--- src/rtl/register_serializer_pkg.sv ---
// Shared types and constants for the register_serializer parallel-in/serial-out block.
package register_serializer_pkg;

    typedef enum logic [1:0] {
        IDLE   = 2'd0,
        SHIFT  = 2'd1,
        PARITY = 2'd2
    } ser_state_e;

    // Registered serial-side outputs, grouped so they reset and idle together.
    typedef struct packed {
        logic serial_out;
        logic frame;
        logic first_bit;
        logic done;
    } ser_out_t;

    localparam ser_out_t SER_OUT_IDLE = '{serial_out: 1'b0, frame: 1'b0, first_bit: 1'b0, done: 1'b0};

endpackage

--- src/rtl/serializer_bit_counter.sv ---
// Remaining-bit counter for the serializer: loadable, decrements toward zero and never wraps.
module serializer_bit_counter #(
    parameter int unsigned CNT_W = 3
) (
    input  logic             input_clock1_1,
    input  logic             input_reset1_2,
    input  logic             load,
    input  logic [CNT_W-1:0] load_value,
    input  logic             dec,
    output logic [CNT_W-1:0] count,
    output logic             zero_c
);

    always_ff @(posedge input_clock1_1) begin
        if (input_reset1_2) begin
            count <= '0;
        end else if (load) begin
            count <= load_value;
        end else if (dec && (count != '0)) begin
            count <= count - CNT_W'(1);
        end
    end

    assign zero_c = (count == '0);

endmodule

--- src/rtl/register_serializer.sv ---
// Parallel-in/serial-out transmitter, MSB first, gapless back-to-back words.
// Define REGISTER_SERIALIZER_PARITY_EN to append an even-parity bit after each word.
module register_serializer
    import register_serializer_pkg::*;
#(
    parameter int unsigned WIDTH = 4
) (
    input  logic             input_clock1_1,
    input  logic             input_reset1_2,
    input  logic             load_valid,
    output logic             load_ready,
    input  logic [WIDTH-1:0] load_data,
    output logic             serial_out,
    output logic             frame,
    output logic             first_bit,
    output logic             done
);

    localparam int unsigned CNT_W = $clog2(WIDTH + 1);
`ifdef REGISTER_SERIALIZER_PARITY_EN
    localparam bit PARITY_EN = 1'b1;
`else
    localparam bit PARITY_EN = 1'b0;
`endif

    ser_state_e       state_q, state_d;
    logic [WIDTH-1:0] shift_q, shift_d;
    ser_out_t         out_q, out_d;
    logic [CNT_W-1:0] count;
    logic             cnt_zero;
    logic             cnt_load, cnt_dec;
    logic             accept;
`ifdef REGISTER_SERIALIZER_PARITY_EN
    logic             parity_q, parity_d;
`endif

    serializer_bit_counter #(.CNT_W(CNT_W)) u_bit_counter (
        .input_clock1_1 (input_clock1_1),
        .input_reset1_2 (input_reset1_2),
        .load           (cnt_load),
        .load_value     (CNT_W'(WIDTH - 1)),
        .dec            (cnt_dec),
        .count          (count),
        .zero_c         (cnt_zero)
    );

    // With parity the LSB cycle is always followed by the parity cycle, so ready moves there.
`ifdef REGISTER_SERIALIZER_PARITY_EN
    assign load_ready = (state_q == IDLE) || (state_q == PARITY);
`else
    assign load_ready = (state_q == IDLE) || ((state_q == SHIFT) && cnt_zero);
`endif

    assign accept = load_valid && load_ready;

    // Next state and next registered outputs; outputs idle unless a bit is being sent.
    always_comb begin
        state_d  = state_q;
        shift_d  = shift_q;
        out_d    = SER_OUT_IDLE;
        cnt_load = 1'b0;
        cnt_dec  = 1'b0;
`ifdef REGISTER_SERIALIZER_PARITY_EN
        parity_d = parity_q;
`endif
        if (accept) begin
            state_d          = SHIFT;
            shift_d          = load_data;
            cnt_load         = 1'b1;
            out_d.serial_out = load_data[WIDTH-1];
            out_d.frame      = 1'b1;
            out_d.first_bit  = 1'b1;
`ifdef REGISTER_SERIALIZER_PARITY_EN
            parity_d         = ^load_data;
`endif
        end else begin
            case (state_q)
                SHIFT: begin
                    if (!cnt_zero) begin
                        shift_d          = shift_q << 1;
                        cnt_dec          = 1'b1;
                        out_d.serial_out = shift_q[WIDTH-2];
                        out_d.frame      = 1'b1;
                        out_d.done       = PARITY_EN ? 1'b0 : (count == CNT_W'(1));
                    end else begin
`ifdef REGISTER_SERIALIZER_PARITY_EN
                        state_d          = PARITY;
                        out_d.serial_out = parity_q;
                        out_d.frame      = 1'b1;
                        out_d.done       = 1'b1;
`else
                        state_d          = IDLE;
`endif
                    end
                end
                PARITY:  state_d = IDLE;
                default: state_d = IDLE;
            endcase
        end
    end

    always_ff @(posedge input_clock1_1) begin
        if (input_reset1_2) begin
            state_q  <= IDLE;
            shift_q  <= '0;
            out_q    <= SER_OUT_IDLE;
`ifdef REGISTER_SERIALIZER_PARITY_EN
            parity_q <= 1'b0;
`endif
        end else begin
            state_q  <= state_d;
            shift_q  <= shift_d;
            out_q    <= out_d;
`ifdef REGISTER_SERIALIZER_PARITY_EN
            parity_q <= parity_d;
`endif
        end
    end

    assign serial_out = out_q.serial_out;
    assign frame      = out_q.frame;
    assign first_bit  = out_q.first_bit;
    assign done       = out_q.done;

endmodule
--- config.mk ---
export PLATFORM = sky130hd
export DESIGN_NAME = register_serializer
export DESIGN_NICKNAME = d
export VERILOG_FILES = /design/src/rtl/register_serializer_pkg.sv /design/src/rtl/serializer_bit_counter.sv /design/src/rtl/register_serializer.sv
export SDC_FILE = /design/constraint.sdc
export NUM_CORES = 1
export LEC_CHECK = 0
export BUFFER_PORTS_ARGS = -buffer_cell sky130_fd_sc_hd__buf_4
export CAP_MARGIN = 20
export CORE_AREA = 2 2 39 41
export DETAILED_ROUTE_END_ITERATION = 8
export DIE_AREA = 0 0 41 43
export GPL_TIMING_DRIVEN = 0
export PLACE_DENSITY_LB_ADDON = 0.3
export REMOVE_ABC_BUFFERS = 1
export SLEW_MARGIN = 20
export SYNTH_ARGS = -nofsm -noshare
export SYNTH_HDL_FRONTEND = slang
export SYNTH_SLANG_ARGS = --single-unit
--- constraint.sdc ---
create_clock -name input_clock1_1 -period 2.45 [get_ports input_clock1_1]
set_input_delay 0.49 -clock input_clock1_1 [delete_from_list [all_inputs] [get_ports input_clock1_1]]
set_output_delay 0.49 -clock input_clock1_1 [all_outputs]
set_load 0.02 [all_outputs]
==> impl_metrics.env <==
export IMPL_outcome="finished clean"
export IMPL_grt_overflow=0
export IMPL_area_growth_pct=24.06
export IMPL_slew_violations=0
export IMPL_die_x_um=41
export IMPL_placed_area_um2=593.1
export IMPL_synth_area_per_cell_um2=10.40
export IMPL_drc_errors=0
export IMPL_wl_met2_um=443
export IMPL_max_freq_mhz=509.8
export IMPL_gp_congestion=0.6717
export IMPL_postCtsHoldBufs=0
export IMPL_worstMarginPinSlew_ps=290.7
export IMPL_synthCells=48
export IMPL_path_class="reg2out"
export IMPL_fin_worst_skew_ps=5.661
export IMPL_tns_ps=0
export IMPL_synth_fa_ha_area_frac=0.07519
export IMPL_cts_made_buffers=3
export IMPL_postLayoutCoreUtil=0.4476
export IMPL_first_pass_iters=4
export IMPL_crit_end="load_ready"
export IMPL_grt_max_degree=13
export IMPL_routed_top_layer="met4"
export IMPL_rows=14
export IMPL_finalHoldViolations=0
export IMPL_fin_area_um2=619.3
export IMPL_drive_gt1_frac=0.3443
export IMPL_root_buffer="clkbuf_4"
export IMPL_synth_seq_cells=11
export IMPL_synthSimpleGateAreaFrac=0.2356
export IMPL_cp_start_kind="flip-flop"
export IMPL_pre_cts_ws_ps=773.2
export IMPL_hold_ws_ps=491.4
export IMPL_numClockSinks=11
export IMPL_yosysSeqAreaShare=0.4411
export IMPL_yosysTopAreaCell="dfxtp_1"
export IMPL_yosysWarnings=0
export IMPL_drt_iter0_markers=7
export IMPL_grt_pass1_wl_mm=1.531
export IMPL_rsz0062_at_grt="no"
export IMPL_ff2ff_path_depth=6
export IMPL_slew_headroom=0.8059
export IMPL_stdcell_count=77
export IMPL_peakVddDrop_mv=0.4145
export IMPL_antenna_left=0
export IMPL_synth_area_top_cells="dfxtp_1, ha_1, mux2i_1"
export IMPL_synth_xor_area_frac=0
export IMPL_max_cap_viol_count=0
export IMPL_worstReg2RegStart="u_bit_counter.count[0]"
export IMPL_wire_per_inst_um=11.61
export IMPL_ioPinCount=12
export IMPL_synth_distinct_cells=23
export IMPL_grt_pass1_vias=359
export IMPL_core_area_um2=1384
export IMPL_cp_required_ps=1960
export IMPL_wl_met1_um=381
export IMPL_synthMuxAreaShare=0.06015
export IMPL_viasPerCell=4.870
export IMPL_antenna_found_initial=0
export IMPL_clk_pin_slew_ps=70
export IMPL_tritoncts="built"
export IMPL_grt_total_usage=0.1348
export IMPL_design_die_area_um2=1763
export IMPL_port_buffers=11
export IMPL_synth_compound_area_frac=0.1429
export IMPL_yosysTopAreaCellShare=0.4411
export IMPL_clkLatencyLatePin_ps=260
export IMPL_power_leakage_nw=0.2660
export IMPL_r2r_end="shift_q[1]"
export IMPL_design_power_total_uw=399.0
export IMPL_setup_worst_path_start="u_bit_counter.count[0]"
export IMPL_route_met3_wl_um=56
export IMPL_hold_path_class="in2reg"
export IMPL_dp_cells=73
export IMPL_arrival_ps=1470
export IMPL_vias=375
export IMPL_finalNetCount=72
export IMPL_htree_levels=1
export IMPL_initial_utilization=0.3608
export IMPL_syn_area_um2=499.2
export IMPL_dp_hpwl_um=615.5
export IMPL_setup_viol=0
export IMPL_period_share=0.8006
export IMPL_crit_path_end_kind="primary output"
export IMPL_fp_dieH_um=43
export IMPL_reg2reg_slack_ps=1090
export IMPL_crit_fanout=7
export IMPL_powerDensity_nw_per_um2=644.2
export IMPL_synth_top_family_by_area="simple AND/OR/NAND/NOR gates"
export IMPL_wl_um=894
export IMPL_final_cell_mix="dfxtp_1, buf_4, nor2_1"
export IMPL_postCtsSetupRepairBufs=0
export IMPL_n_antenna_cell=0
export IMPL_fin_ws_ps=488.6
export IMPL_fin_crit_ps=1961
export IMPL_cts_resized=0
export IMPL_clock_path_buffers=2
synth_stat cells, drive strengths merged:
cell type and n:
a211oi 1, a21oi 3, a221oi 2, a31o 1, and2 1, and3 1, buf 1, clkbuf 1
dfxtp 11, ha 3, inv 3, mux2i 3, nand2 1, nand2b 1, nand3b 1, nand4b 1
nor2 4, nor2b 3, nor3 1, nor3b 2, nor4b 1, o21ai 2
how the worst min path moves through the flow:
stage,start,end,slack [ps],depth (start not counted)
after floorplan,u_bit_counter.count[2],done,470,1
after global placement,shift_q[2],serial_out,490,2
after detailed placement,shift_q[2],serial_out,500,2
after CTS,input_reset1_2,shift_q[2],480,2
after global routing,input_reset1_2,shift_q[2],490,2
final,input_reset1_2,shift_q[2],490,2
registers in the layout, indices dropped and copies added (netlist names):
register,count
done,1
frame,1
serial_out,1
shift_q,3
u_bit_counter.count,3
first_bit,1
state_q,1
area by class of cell:
cell class	instances	area, um2
inverters	3	13.76
flip-flops and latches	11	220.2
multi-input cells	32	256.5
clock buffers	4	26.28
fillers	134	764.5
repair buffers	11	82.58
well taps	16	20.02
logic make-up after synthesis:
family,count (synthesis)
and+or+nand+nor,17
DFF,11
AOI/OAI and AO/OA,9
buffers and inverters,5
muxes,3
adders and majority gates,3
layer usage:
metal  vias to the layer above  global-route usage
met1                       167              0.1586
li1                        195                   -
met5                         -                   0
met3                         2             0.07853
met2                        11              0.1906
met4                         0             0.06000
power by group:
group	total (mW)	switching, mW	internal [mW]
combinational	0.0780	0.0409	0.0371
clock	0.120	0.0571	0.0630
sequential	0.201	0.00862	0.192
total	0.399	0.107	0.292
critical path: stages, from the launching register on:
cell and delay [ps]:
dfxtp_1 360, inv_1 80, ha_1 240, nand2b_4 130, and2_4 190, inv_4 50, buf_4 150
Power figures use the tool's default switching activity.
